[config.mk]
export PLATFORM = sky130hd
export DESIGN_NAME = apb_master
export DESIGN_NICKNAME = d
export VERILOG_FILES = /design/src/rtl/apb_pkg.sv /design/src/rtl/apb_timeout_cnt.sv /design/src/rtl/apb_master.sv
export SDC_FILE = /design/constraint.sdc
export NUM_CORES = 1
export LEC_CHECK = 0
export BUFFER_PORTS_ARGS = -buffer_cell sky130_fd_sc_hd__buf_2
export CORE_ASPECT_RATIO = 1.4
export CORE_MARGIN = 2
export CORE_UTILIZATION = 40
export CTS_CLUSTER_SIZE = 28
export DETAILED_ROUTE_END_ITERATION = 8
export HOLD_SLACK_MARGIN = 0.12
export PLACE_DENSITY = 0.69
export SETUP_SLACK_MARGIN = 0.02
export SLEW_MARGIN = 30
export SYNTH_ARGS = -nofsm -noshare
export SYNTH_HDL_FRONTEND = slang
export SYNTH_SLANG_ARGS = --single-unit
[constraint.sdc]
create_clock -name pclk -period 3.2 [get_ports pclk]
set_clock_uncertainty 0.2 [all_clocks]
set_input_delay 0.32 -clock pclk [delete_from_list [all_inputs] [get_ports pclk]]
set_output_delay 0.32 -clock pclk [all_outputs]
set_load 0.1 [all_outputs]
[src/rtl/apb_pkg.sv]
// Shared APB definitions: master FSM state encoding, reusable by future
// APB interconnect/decoder blocks.
package apb_pkg;

    typedef enum logic [1:0] {
        IDLE   = 2'd0,
        SETUP  = 2'd1,
        ACCESS = 2'd2,
        RESP   = 2'd3
    } apb_mst_state_t;

endpackage

[src/rtl/apb_timeout_cnt.sv]
// Saturating ACCESS-phase cycle counter; 'expired' flags the last allowed
// ACCESS cycle so the master can abandon the transfer on the same edge.
module apb_timeout_cnt #(
    parameter int timeout = 255
) (
    input  logic clk,
    input  logic rst_n,
    input  logic clr,
    input  logic en,
    output logic expired
);

    localparam int cnt_w  = (timeout > 0) ? $clog2(timeout + 1) : 1;
    localparam int last_i = (timeout > 0) ? timeout - 1 : 0;
    localparam logic [cnt_w-1:0] limit = cnt_w'(timeout);
    localparam logic [cnt_w-1:0] last  = cnt_w'(last_i);

    logic [cnt_w-1:0] cnt;

    always_ff @(posedge clk or negedge rst_n) begin
        if (!rst_n) begin
            cnt <= '0;
        end else if (clr) begin
            cnt <= '0;
        end else if (en && (cnt != limit)) begin
            cnt <= cnt + 1'b1;
        end
    end

    // Counter holds the number of completed ACCESS cycles, so the current
    // cycle is the timeout-th one when it equals timeout-1.
    assign expired = (timeout != 0) && en && (cnt == last);

endmodule

[src/rtl/apb_master.sv]
// APB3 initiator: one outstanding request at a time, sequenced through
// SETUP/ACCESS, with an optional pready timeout that forces an error response.
module apb_master
    import apb_pkg::*;
#(
    parameter int addr_w  = 5,
    parameter int timeout = 255
) (
    input  logic              pclk,
    input  logic              presetn,
    input  logic              req_valid,
    output logic              req_ready,
    input  logic [addr_w-1:0] req_addr,
    input  logic [31:0]       req_wdata,
    input  logic              req_write,
    output logic              rsp_valid,
    input  logic              rsp_ready,
    output logic [31:0]       rsp_rdata,
    output logic              rsp_err,
    output logic [addr_w-1:0] paddr,
    output logic [31:0]       pwdata,
    output logic              pwrite,
    output logic              psel,
    output logic              penable,
    input  logic [31:0]       prdata,
    input  logic              pready,
    input  logic              pslverr,
    output apb_mst_state_t    state
);

    // Handshakes: a request transfers on an edge where req_valid & req_ready;
    // a response transfers on an edge where rsp_valid & rsp_ready. Neither
    // ready depends combinationally on the matching valid.

    apb_mst_state_t cur_state, nxt_state;
    logic           accept;
    logic           expired;

    assign accept = (cur_state == IDLE) && req_valid;

    always_ff @(posedge pclk or negedge presetn) begin
        if (!presetn) begin
            cur_state <= IDLE;
        end else begin
            cur_state <= nxt_state;
        end
    end

    always_comb begin
        nxt_state = cur_state;
        case (cur_state)
            IDLE:    if (req_valid) nxt_state = SETUP;
            SETUP:   nxt_state = ACCESS;
            ACCESS:  if (pready || expired) nxt_state = RESP;
            RESP:    if (rsp_ready) nxt_state = IDLE;
            default: nxt_state = IDLE;
        endcase
    end

    always_ff @(posedge pclk or negedge presetn) begin
        if (!presetn) begin
            paddr  <= '0;
            pwdata <= '0;
            pwrite <= 1'b0;
        end else if (accept) begin
            paddr  <= req_addr;
            pwdata <= req_wdata;
            pwrite <= req_write;
        end
    end

    // pready wins over timeout when both occur in the last allowed cycle.
    always_ff @(posedge pclk or negedge presetn) begin
        if (!presetn) begin
            rsp_rdata <= '0;
            rsp_err   <= 1'b0;
        end else if (cur_state == ACCESS) begin
            if (pready) begin
                rsp_err   <= pslverr;
                rsp_rdata <= (!pwrite && !pslverr) ? prdata : 32'd0;
            end else if (expired) begin
                rsp_err   <= 1'b1;
                rsp_rdata <= 32'd0;
            end
        end
    end

    apb_timeout_cnt #(
        .timeout (timeout)
    ) u_timeout_cnt (
        .clk     (pclk),
        .rst_n   (presetn),
        .clr     (accept),
        .en      (cur_state == ACCESS),
        .expired (expired)
    );

    // req_ready is gated by presetn so it stays 0 while reset is held.
    assign req_ready = (cur_state == IDLE) && presetn;
    assign psel      = (cur_state == SETUP) || (cur_state == ACCESS);
    assign penable   = (cur_state == ACCESS);
    assign rsp_valid = (cur_state == RESP);
    assign state     = cur_state;

endmodule

### After elaboration in Yosys (flattened, before gate mapping)

Cells that the tools add are included.

* logic and storage cells: 41
* register bits: 81
* bits in latches: 0
* memories: 0
* memory bits (read-only): 0
* output and inout bits: 77
* memory bits (writable): 0

* $add $sub $neg: 1
* multiply operators: 0
* mux-type cells: 11
* equal/unequal tests: 8
* bitwise gates (word level): 0
* divide/modulo/power cells: 0
* shifts and indexed selects: 0
* reductions and logical operators: 14
* magnitude comparators: 0

Operators by type and width (number)
* $mux W32: 3
* $mux W8: 2
* $add A8 B1 Y8 const B: 1
* $eq A8 B8 Y1 const B: 1
* $ne A8 B8 Y1 const B: 1
* $pmux W2 S4: 1
* $mux W2: 3
* $logic_and A1 B1 Y1: 5
* $eq A2 B2 Y1 const B: 2
* $ne A2 B2 Y1 const B: 2
* $reduce_bool A2 Y1: 2
* $reduce_and A3 Y1: 1
* $eq A2 B1 Y1 const B: 1
* $logic_not A1 Y1: 2
* $logic_not A2 Y1: 1
* $logic_or A1 B1 Y1: 2
* $mux W1: 2
* $ne A2 B1 Y1 const B: 1
* $reduce_and A2 Y1: 1

### Logic depth before layout (Yosys ltp)

Gate-level depths: netlist (run 1).

* depth after elaboration: 5
* gate-level depth with buffers: 8
* mapped depth without buffers: 5

### By module

From an unflattened synthesis (run 1), not the netlist that was laid out.

* cells, all modules: 226
* area total of the unflattened synthesis: 3245.6 sq um

By module, submodules not included
* apb_master: area each 2745.1 sq um, cells an instance 175, instances 1
* apb_timeout_cnt: area each 500.5 sq um, cells an instance 51, instances 1

### Least setup slack after synthesis (run 1)

No wires, ideal clock.

* path type: reg-to-reg
* from: reg cur_state[1], in the netlist state[1]
* to: reg rsp_rdata[13]
* stages on the path, launching flop included: 7
* buffers on the path: 3
* path slack: 0.052 ns
* arrival time: 2.820 ns
* period minus slack after synthesis: 3.148 ns
* cells stage by stage: dfrtp_1 ha_1 buf_2 buf_2 buf_2 a2bb2oi_1 o21ai_0

* longest elaborated chain between the ends: 4

RTL lines
* start: declaration: RTL line apb_master.sv:35 `apb_mst_state_t cur_state, nxt_state;`
* start signal: assignment: RTL line apb_master.sv:45 `cur_state <= nxt_state;`
* $eq A2 B2 Y1 (*)
* via penable: RTL line apb_master.sv:24 `output logic penable,`
* $logic_and A1 B1 Y1: RTL line apb_timeout_cnt.sv:32 `assign expired = (timeout != 0) && en && (cnt == last);`
* $reduce_bool A2 Y1 (no line)
* $reduce_and A2 Y1 (no line) (*)
* end signal: assignment: RTL line apb_master.sv:80 `rsp_rdata <= (!pwrite && !pslverr) ? prdata : 32'd0;`
* end: declaration: RTL line apb_master.sv:18 `output logic [31:0] rsp_rdata,`

Mark *: on every way through the listed nets, which the timed path passes. The rest lies on a longest branch.
A chain may end at the register's enable or synchronous reset.

### Worst setup path after layout (run 1)

* from: reg cur_state[0], in the netlist state[0]
* to: out penable

* longest elaborated chain between the ends: 1

RTL lines
* $eq A2 B2 Y1: RTL line apb_master.sv:101 `assign penable = (cur_state == ACCESS);`
* end: declaration: RTL line apb_master.sv:24

Every way passes these cells.

==> impl_summary.log, run 1 <==
[metrics] status: complete, no violations
[metrics] count of flip-flops with a built-in enable after synthesis: 0
[metrics] Post-Synthesis Mean Instance Area: 9.57 µm²
[metrics] total global-route track usage: 0.197
[metrics] peak clock frequency supported by timing: ~400 MHz
[metrics] Floorplan Core Area: between 8000 and 9000 µm²
[metrics] crit share post-route: 0.789
[metrics] clock sink count: 81
[metrics] Residual DRC: 0
[metrics] first-pass GRT wire length: between 15000 and 20000 µm
[metrics] PostCTS Resize Cnt: 0
[metrics] number of synthesis warnings: 0
[metrics] number of buffers added by the clock tree synthesis step: 9
[metrics] Die Span X: around 85 µm
[metrics] length of the first detailed-routing pass in iterations: 4
[metrics] post-synth cell types: 39
[metrics] Top Usage Layer GRT: met2
[metrics] global-route track usage on met2: 0.349
[metrics] met3 routing resource usage after global routing: 0.0456
[metrics] Clock Latency Late Sink: 0.33 ns
[metrics] synthesis-to-finish area growth: 51.4%
[metrics] Setup-failing EPs final: 0
[metrics] Top FF cell, synth: dfrtp_1
[metrics] Worst Setup End Kind: output port
[metrics] largest net degree at the start of global routing: 82
[metrics] measured slew at the worst slew-check pin: ~0.72 ns
[metrics] kind of start point of the critical path: flop
[metrics] maxcap violations: 0
[metrics] count of pins over their slew limit: 0
[metrics] fraction of layout instances using a drive strength above 1: 0.298
[metrics] initial core utilization: 0.407
[metrics] final antenna diode count: 0
[metrics] worst hold-check path type: in2reg
[metrics] final hold violations: 0
[metrics] Die Area: 9880 µm²
[metrics] Worst-path clk slew: about 0.060 ns
[metrics] sequential area share after synthesis: 0.557
[metrics] drt via density: around 5
[metrics] worst hold path startpoint: pslverr
[metrics] placer's final routability congestion estimate: slightly above 0.8
[metrics] final net count: a little under 700
[metrics] average wire per cell in the routed design: roughly 14 µm
[metrics] Syn Std Cell Area: 3640 µm²
[metrics] startpoint-to-endpoint class of the critical path: reg2out
[metrics] buffers inserted by post-CTS timing repair: 0
[metrics] post-synthesis cell count: 380
[metrics] num ports: approximately 150
[metrics] unrepaired setup endpoints after global routing: false
[metrics] routed via count: 3488
[metrics] critical path peak fanout: 18
[metrics] Post-Route WL: 9760 µm
[metrics] async set-reset flop share out of synthesis: 1.00
[metrics] via count of the first global-routing pass: roughly 3500
[metrics] clock tree from TritonCTS: built
[metrics] startpoint of the most critical setup path: state[0]
[metrics] M1 GR Usage: 0.232
[metrics] CTS Root Cell: clkbuf_16
[metrics] Die Span Y: approximately 120 µm
[metrics] aggregate global routing overflow: 0
[metrics] Rel. slew slack: 0.517
[metrics] nets in the synthesized netlist: between 400 and 500
[metrics] initial drt markers: between 150 and 200
[metrics] number of antenna violations at the first check in global routing: 0
[metrics] detailed-placement wirelength estimate: just under 6000 µm
[metrics] Req. time, crit path: between 2 and 3 ns
[metrics] share of the core filled with cells: 0.617
[metrics] worst endpoint data arrival time: roughly 2 ns
[metrics] antenna violation net count after detailed routing: 0
[metrics] final critical-path required period: around 2.5 ns
[metrics] flip-flop and latch count after synthesis: 81
[metrics] count of H-tree levels built during CTS: 3
[metrics] final total negative setup slack: 0 ns
[metrics] # port buffers: 152
[metrics] Std-Cell Rows: 41
[metrics] deepest clock path buffer count: 2
[metrics] Reg2Reg Launch Point: state[0]
-- cells in the mapped netlist (2+ instances only) --
library cell / number / area [µm²]
nor2b_1: 3 / 18.8
o21ai_1: 12 / 60.1
buf_6: 3 / 33.8
buf_4: 3 / 22.5
clkbuf_1: 6 / 22.5
a2bb2oi_1: 32 / 280
mux2i_1: 3 / 30.0
dfrtp_1: 81 / 2030
inv_1: 38 / 143
buf_2: 9 / 45.0
and2_1: 2 / 12.5
ha_1: 6 / 75.1
o21ai_0: 23 / 115
nand4_1: 2 / 12.5
o211ai_1: 3 / 22.5
o21a_1: 2 / 15.0
a21oi_1: 3 / 15.0
a211oi_1: 2 / 15.0
nand2_1: 120 / 450
o31a_1: 2 / 17.5
nand3_1: 3 / 15.0
nor3_1: 2 / 10.0
nor2_1: 2 / 7.51
nand2b_1: 3 / 18.8
-- layout by cell type (no fill, tap or decap), drive strengths merged, types with 4 or more instances in the layout --
cell	netlist	routed
inv	38	38
a2bb2oi	32	32
dlygate4sd3	0	72
dfrtp	81	81
buf	15	158
nand3	4	4
nand2	121	121
ha	6	6
o21ai	35	35
clkbuf	6	10
-- critical path, cell delays in order, from the launching register on --
cell and delay, ns:
dfrtp_1 0.39, inv_1 0.14, ha_1 0.60, buf_2 0.54
-- registers in the layout, summed over array words and instances (netlist names) --
register           flops
pwdata                32
rsp_rdata             32
u_timeout_cnt.cnt      8
paddr                  5
state                  2
pwrite                 1
rsp_err                1
-- routing by layer --
metal,vias up,wire [µm]
met5,-,0
met4,0,143
met3,12,622
met2,135,4910
met1,1642,4080
li1,1699,-
-- logic make-up after synthesis --
kind of cell,Yosys count,share of synthesized area
muxes,3,0.00826
AOI/OAI and AO/OA,86,0.171
buffers and inverters,59,0.0733
adders and majority gates,6,0.0206
DFF,81,0.557
and+or+nand+nor,145,0.170
-- timing repair --
item,CTS,global route
hold endpoints to repair,152,0
setup endpoints to repair,0,0
hold buffers,72,0
-- final cells by class --
| type | instances | area, µm² |
|---|---|---|
| fill | 725 | 3420 |
| sequential | 81 | 2030 |
| timing repair buffer | 230 | 1530 |
| multi-input combinational | 240 | 1360 |
| clock buffer | 10 | 229 |
| inverter | 38 | 143 |
| tap | 107 | 134 |
| clock inverter | 6 | 82.6 |
-- path summary, 6_finish.rpt --
kind / to / slack [ns] / cells past startpoint
setup / recovery: penable / 0.67 / 3
hold / removal: rsp_err / 0.17 / 4
setup reg to reg: rsp_rdata[29] / 0.89 / 6
hold reg to reg: pwdata[30] / 0.27 / 2
max in group asynchronous: rsp_rdata[23] / 1.77 / 3
min in group asynchronous: state[0] / 0.52 / 3
-- stage by stage --
stage	hold slack [ns]	cell area [µm²]	std cells	worst slack, ns
4_1_cts	0.158	5510	712	0.682
3_3_place_gp	0.254	4470	624	1.07
2_1_floorplan	-0.176	3640	380	0.0517
5_1_grt	0.182	5510	712	0.561
3_5_place_dp	0.257	4470	624	0.933
6_report	0.166	5510	712	0.674
Power of run 1 is left out: the tool's default activity adds up to more than one toggle a clock period on the data nets, which glitch-free logic cannot reach.
==> run 2, diff against run 1 <==
--- a/config.mk
+++ b/config.mk
@@ -12,7 +12,7 @@
 export CTS_CLUSTER_SIZE = 28
 export DETAILED_ROUTE_END_ITERATION = 8
 export HOLD_SLACK_MARGIN = 0.12
-export PLACE_DENSITY = 0.69
+export PLACE_DENSITY = 0.71
 export SETUP_SLACK_MARGIN = 0.02
 export SLEW_MARGIN = 30
 export SYNTH_ARGS = -nofsm -noshare
==> constraint.sdc (replaced) <==
create_clock -name pclk -period 2.2 [get_ports pclk]
set_clock_uncertainty 0.2 [all_clocks]
set_input_delay 0.22 -clock pclk [delete_from_list [all_inputs] [get_ports pclk]]
set_output_delay 0.22 -clock pclk [all_outputs]
set_load 0.1 [all_outputs]
==> run 2 against run 1 <==
Compared with the run above:
- utilization grew 1.5 points
- design area grew 2.4%
- worst setup slack lost 0.53 ns
==> impl_summary.log, run 2 (synthesis results as in run 1) <==
[metrics] final net count: 687 (was 682)
[metrics] registers with the most flip-flops: pwdata x32, rsp_rdata x32, u_timeout_cnt.cnt x8 (unchanged)
[metrics] Max Used Layer: met4 (unchanged)
[metrics] count of H-tree levels built during CTS: 3 (unchanged)
[metrics] initial core utilization: 0.407 (unchanged)
[metrics] clock sink count: 81 (unchanged)
[metrics] routed via count: 3430 (was 3488)
[metrics] number of buffers added by the clock tree synthesis step: 9 (unchanged)
[metrics] aggregate global routing overflow: 0 (unchanged)
[metrics] peak per-stage delay on the critical path: 0.43 ns (was 0.60 ns)
[metrics] startpoint-to-endpoint class of the critical path: reg2out (unchanged)
[metrics] most common cell after layout, fill and taps aside: buf_2 (unchanged)
[metrics] antenna violation net count after detailed routing: 0 (unchanged)
[metrics] final hold violations: 0 (unchanged)
[metrics] Req. time, crit path: 1.78 ns (was 2.68 ns)
[metrics] initial drt markers: 177 (was 159)
[metrics] kind of start point of the critical path: flop (unchanged)
[metrics] Die Area: 9880 µm² (unchanged)
[metrics] crit path buf inv count: 2 (unchanged)
[metrics] met2 routed WL: 4840 µm (was 4910 µm)
[metrics] largest net degree at the start of global routing: 40 (was 82)
[metrics] maxcap violations: 0 (unchanged)
[metrics] crit share post-route: 0.933
[metrics] # port buffers: 152 (unchanged)
[metrics] cell-by-cell trace of the critical path: clkinvlp_4 > ha_4 > buf_2 (was inv_1 > ha_1 > buf_2)
[metrics] fillcell total: 718 (was 725)
[metrics] Met3 Routed Length: 553 µm (was 622 µm)
[metrics] final critical-path required period: between 2 and 2.5 ns
[metrics] Floorplan Core Area: 8930 µm² (unchanged)
[metrics] met1 WL: 4160 µm (was 4080 µm)
[metrics] detailed-placement wirelength estimate: 6080 µm (was 5840 µm)
[metrics] fraction of layout instances using a drive strength above 1: 0.307 (was 0.298)
[metrics] via count of the first global-routing pass: 3402 (was 3534)
[metrics] area of combinational cells with multiple inputs: 1390 µm² (was 1360 µm²)
[metrics] count of pins over their slew limit: 0 (unchanged)
[metrics] clock tree from TritonCTS: built (unchanged)
[metrics] Residual DRC: 0 (unchanged)
[metrics] Setup-failing EPs final: 0 (unchanged)
[metrics] hold slack final: 0.157 ns (was 0.166 ns)
[metrics] first-pass GRT wire length: 15700 µm (about the same)
[metrics] family of cells with the greatest summed delay on the critical path: buffers and inverters (unchanged)
[metrics] total global-route track usage: 0.196 (was 0.197)
[metrics] buffers inserted by post-CTS timing repair: 0 (unchanged)
[metrics] CTS Root Cell: clkbuf_16 (unchanged)
[metrics] Worst-path clk slew: 0.06 ns (about the same)
[metrics] worst endpoint data arrival time: 1.63 ns (was 2.01 ns)
[metrics] slowest stage cell, crit path: dfrtp_4 (was ha_1)
[metrics] final antenna diode count: 0 (unchanged)
[metrics] Worst Setup End Kind: output port (unchanged)
[metrics] Die Span X: 84.6 µm (unchanged)
[metrics] share of the core filled with cells: 0.631 (was 0.617)
[metrics] synthesis-to-finish area growth: 55.0% (was 51.4%)
[metrics] footprint of the flip-flops and latches: 2030 µm² (about the same)
[metrics] most frequent cells in the layout: buf_2, nand2_1, dfrtp_1 (unchanged)
[metrics] average wire per cell in the routed design: 13.6 µm (was 13.7 µm)
[metrics] length of the first detailed-routing pass in iterations: 5 (was 4)
[metrics] Std-Cell Rows: 41 (unchanged)
[metrics] PostCTS Resize Cnt: 0 (unchanged)
[metrics] worst hold-check path type: in2reg (unchanged)
[metrics] critical path peak fanout: 5 (was 18)
[metrics] peak clock frequency supported by timing: a little under 500 MHz
[metrics] deepest clock path buffer count: 2 (unchanged)
[metrics] Rel. slew slack: 0.662 (was 0.517)
[metrics] hold_buf cts: 75 (was 72)
[metrics] unrepaired setup endpoints after global routing: false (unchanged)
[metrics] status: complete, no violations (unchanged)
[metrics] placer's final routability congestion estimate: 0.781 (was 0.809)
[metrics] number of antenna violations at the first check in global routing: 0 (unchanged)
[metrics] Post-Route WL: 9720 µm (was 9760 µm)
[metrics] Clock Latency Late Sink: 0.32 ns (was 0.33 ns)
[metrics] measured slew at the worst slew-check pin: 0.510 ns (was 0.725 ns)
[metrics] drt via density: 4.79 (was 4.90)
[metrics] num ports: 153 (unchanged)
[metrics] Die Span Y: 117 µm (unchanged)
[run 2: cell types whose count changed in the layout (fill, tap and decap cells not counted), sizes merged]
cell         delta
dlygate4sd3     +3
buf             +2
clkbuf          +2
bufinv          -1
clkinv          -1
inv             -1
[run 2: path summary, 6_finish.rpt]
path                                 to       from  slack (ns)  cells past startpoint
setup / recovery                   psel   state[0]        0.15                      3
hold / removal                 state[1]  req_valid        0.16                      4
setup reg to reg           rsp_rdata[1]   state[0]        0.21                      5
hold reg to reg               pwdata[0]  pwdata[0]        0.27                      2
max in group asynchronous      state[1]    presetn        0.72                      3
min in group asynchronous        pwrite    presetn        0.34                      3
[run 2: worst register-to-register path: cells and delay by family (launching register included)]
kind                       cells  cell delay, ns
buffers and inverters          2            0.50
DFF                            1            0.49
adders and majority gates      1            0.28
AOI/OAI and AO/OA              2            0.39
[run 2: final cells by class]
type	instances	share of cell area
timing repair buffer	235	0.291
tap	107	0.0238
clock inverter	3	0.00710
clock buffer	12	0.0455
sequential	81	0.360
inverter	38	0.0260
multi-input combinational	240	0.246
[run 2: routing by layer]
layer	global-route usage	vias to the layer above
met5	0	-
met4	0.0762	0
met3	0.0414	15
met2	0.334	132
met1	0.245	1574
li1	-	1709
[run 2: per-stage QoR]
step | cell area [µm²] | instances | setup TNS, ns | worst slack (ns)
2_1_floorplan | 3680 | 380 | -2.07 | -0.0704
3_3_place_gp | 4590 | 626 | 0 | 0.339
3_5_place_dp | 4590 | 626 | 0 | 0.251
4_1_cts | 5640 | 716 | 0 | 0.121
5_1_grt | 5640 | 716 | 0 | 0.0818
6_report | 5640 | 716 | 0 | 0.147
Power of run 2 is left out for the same reason.
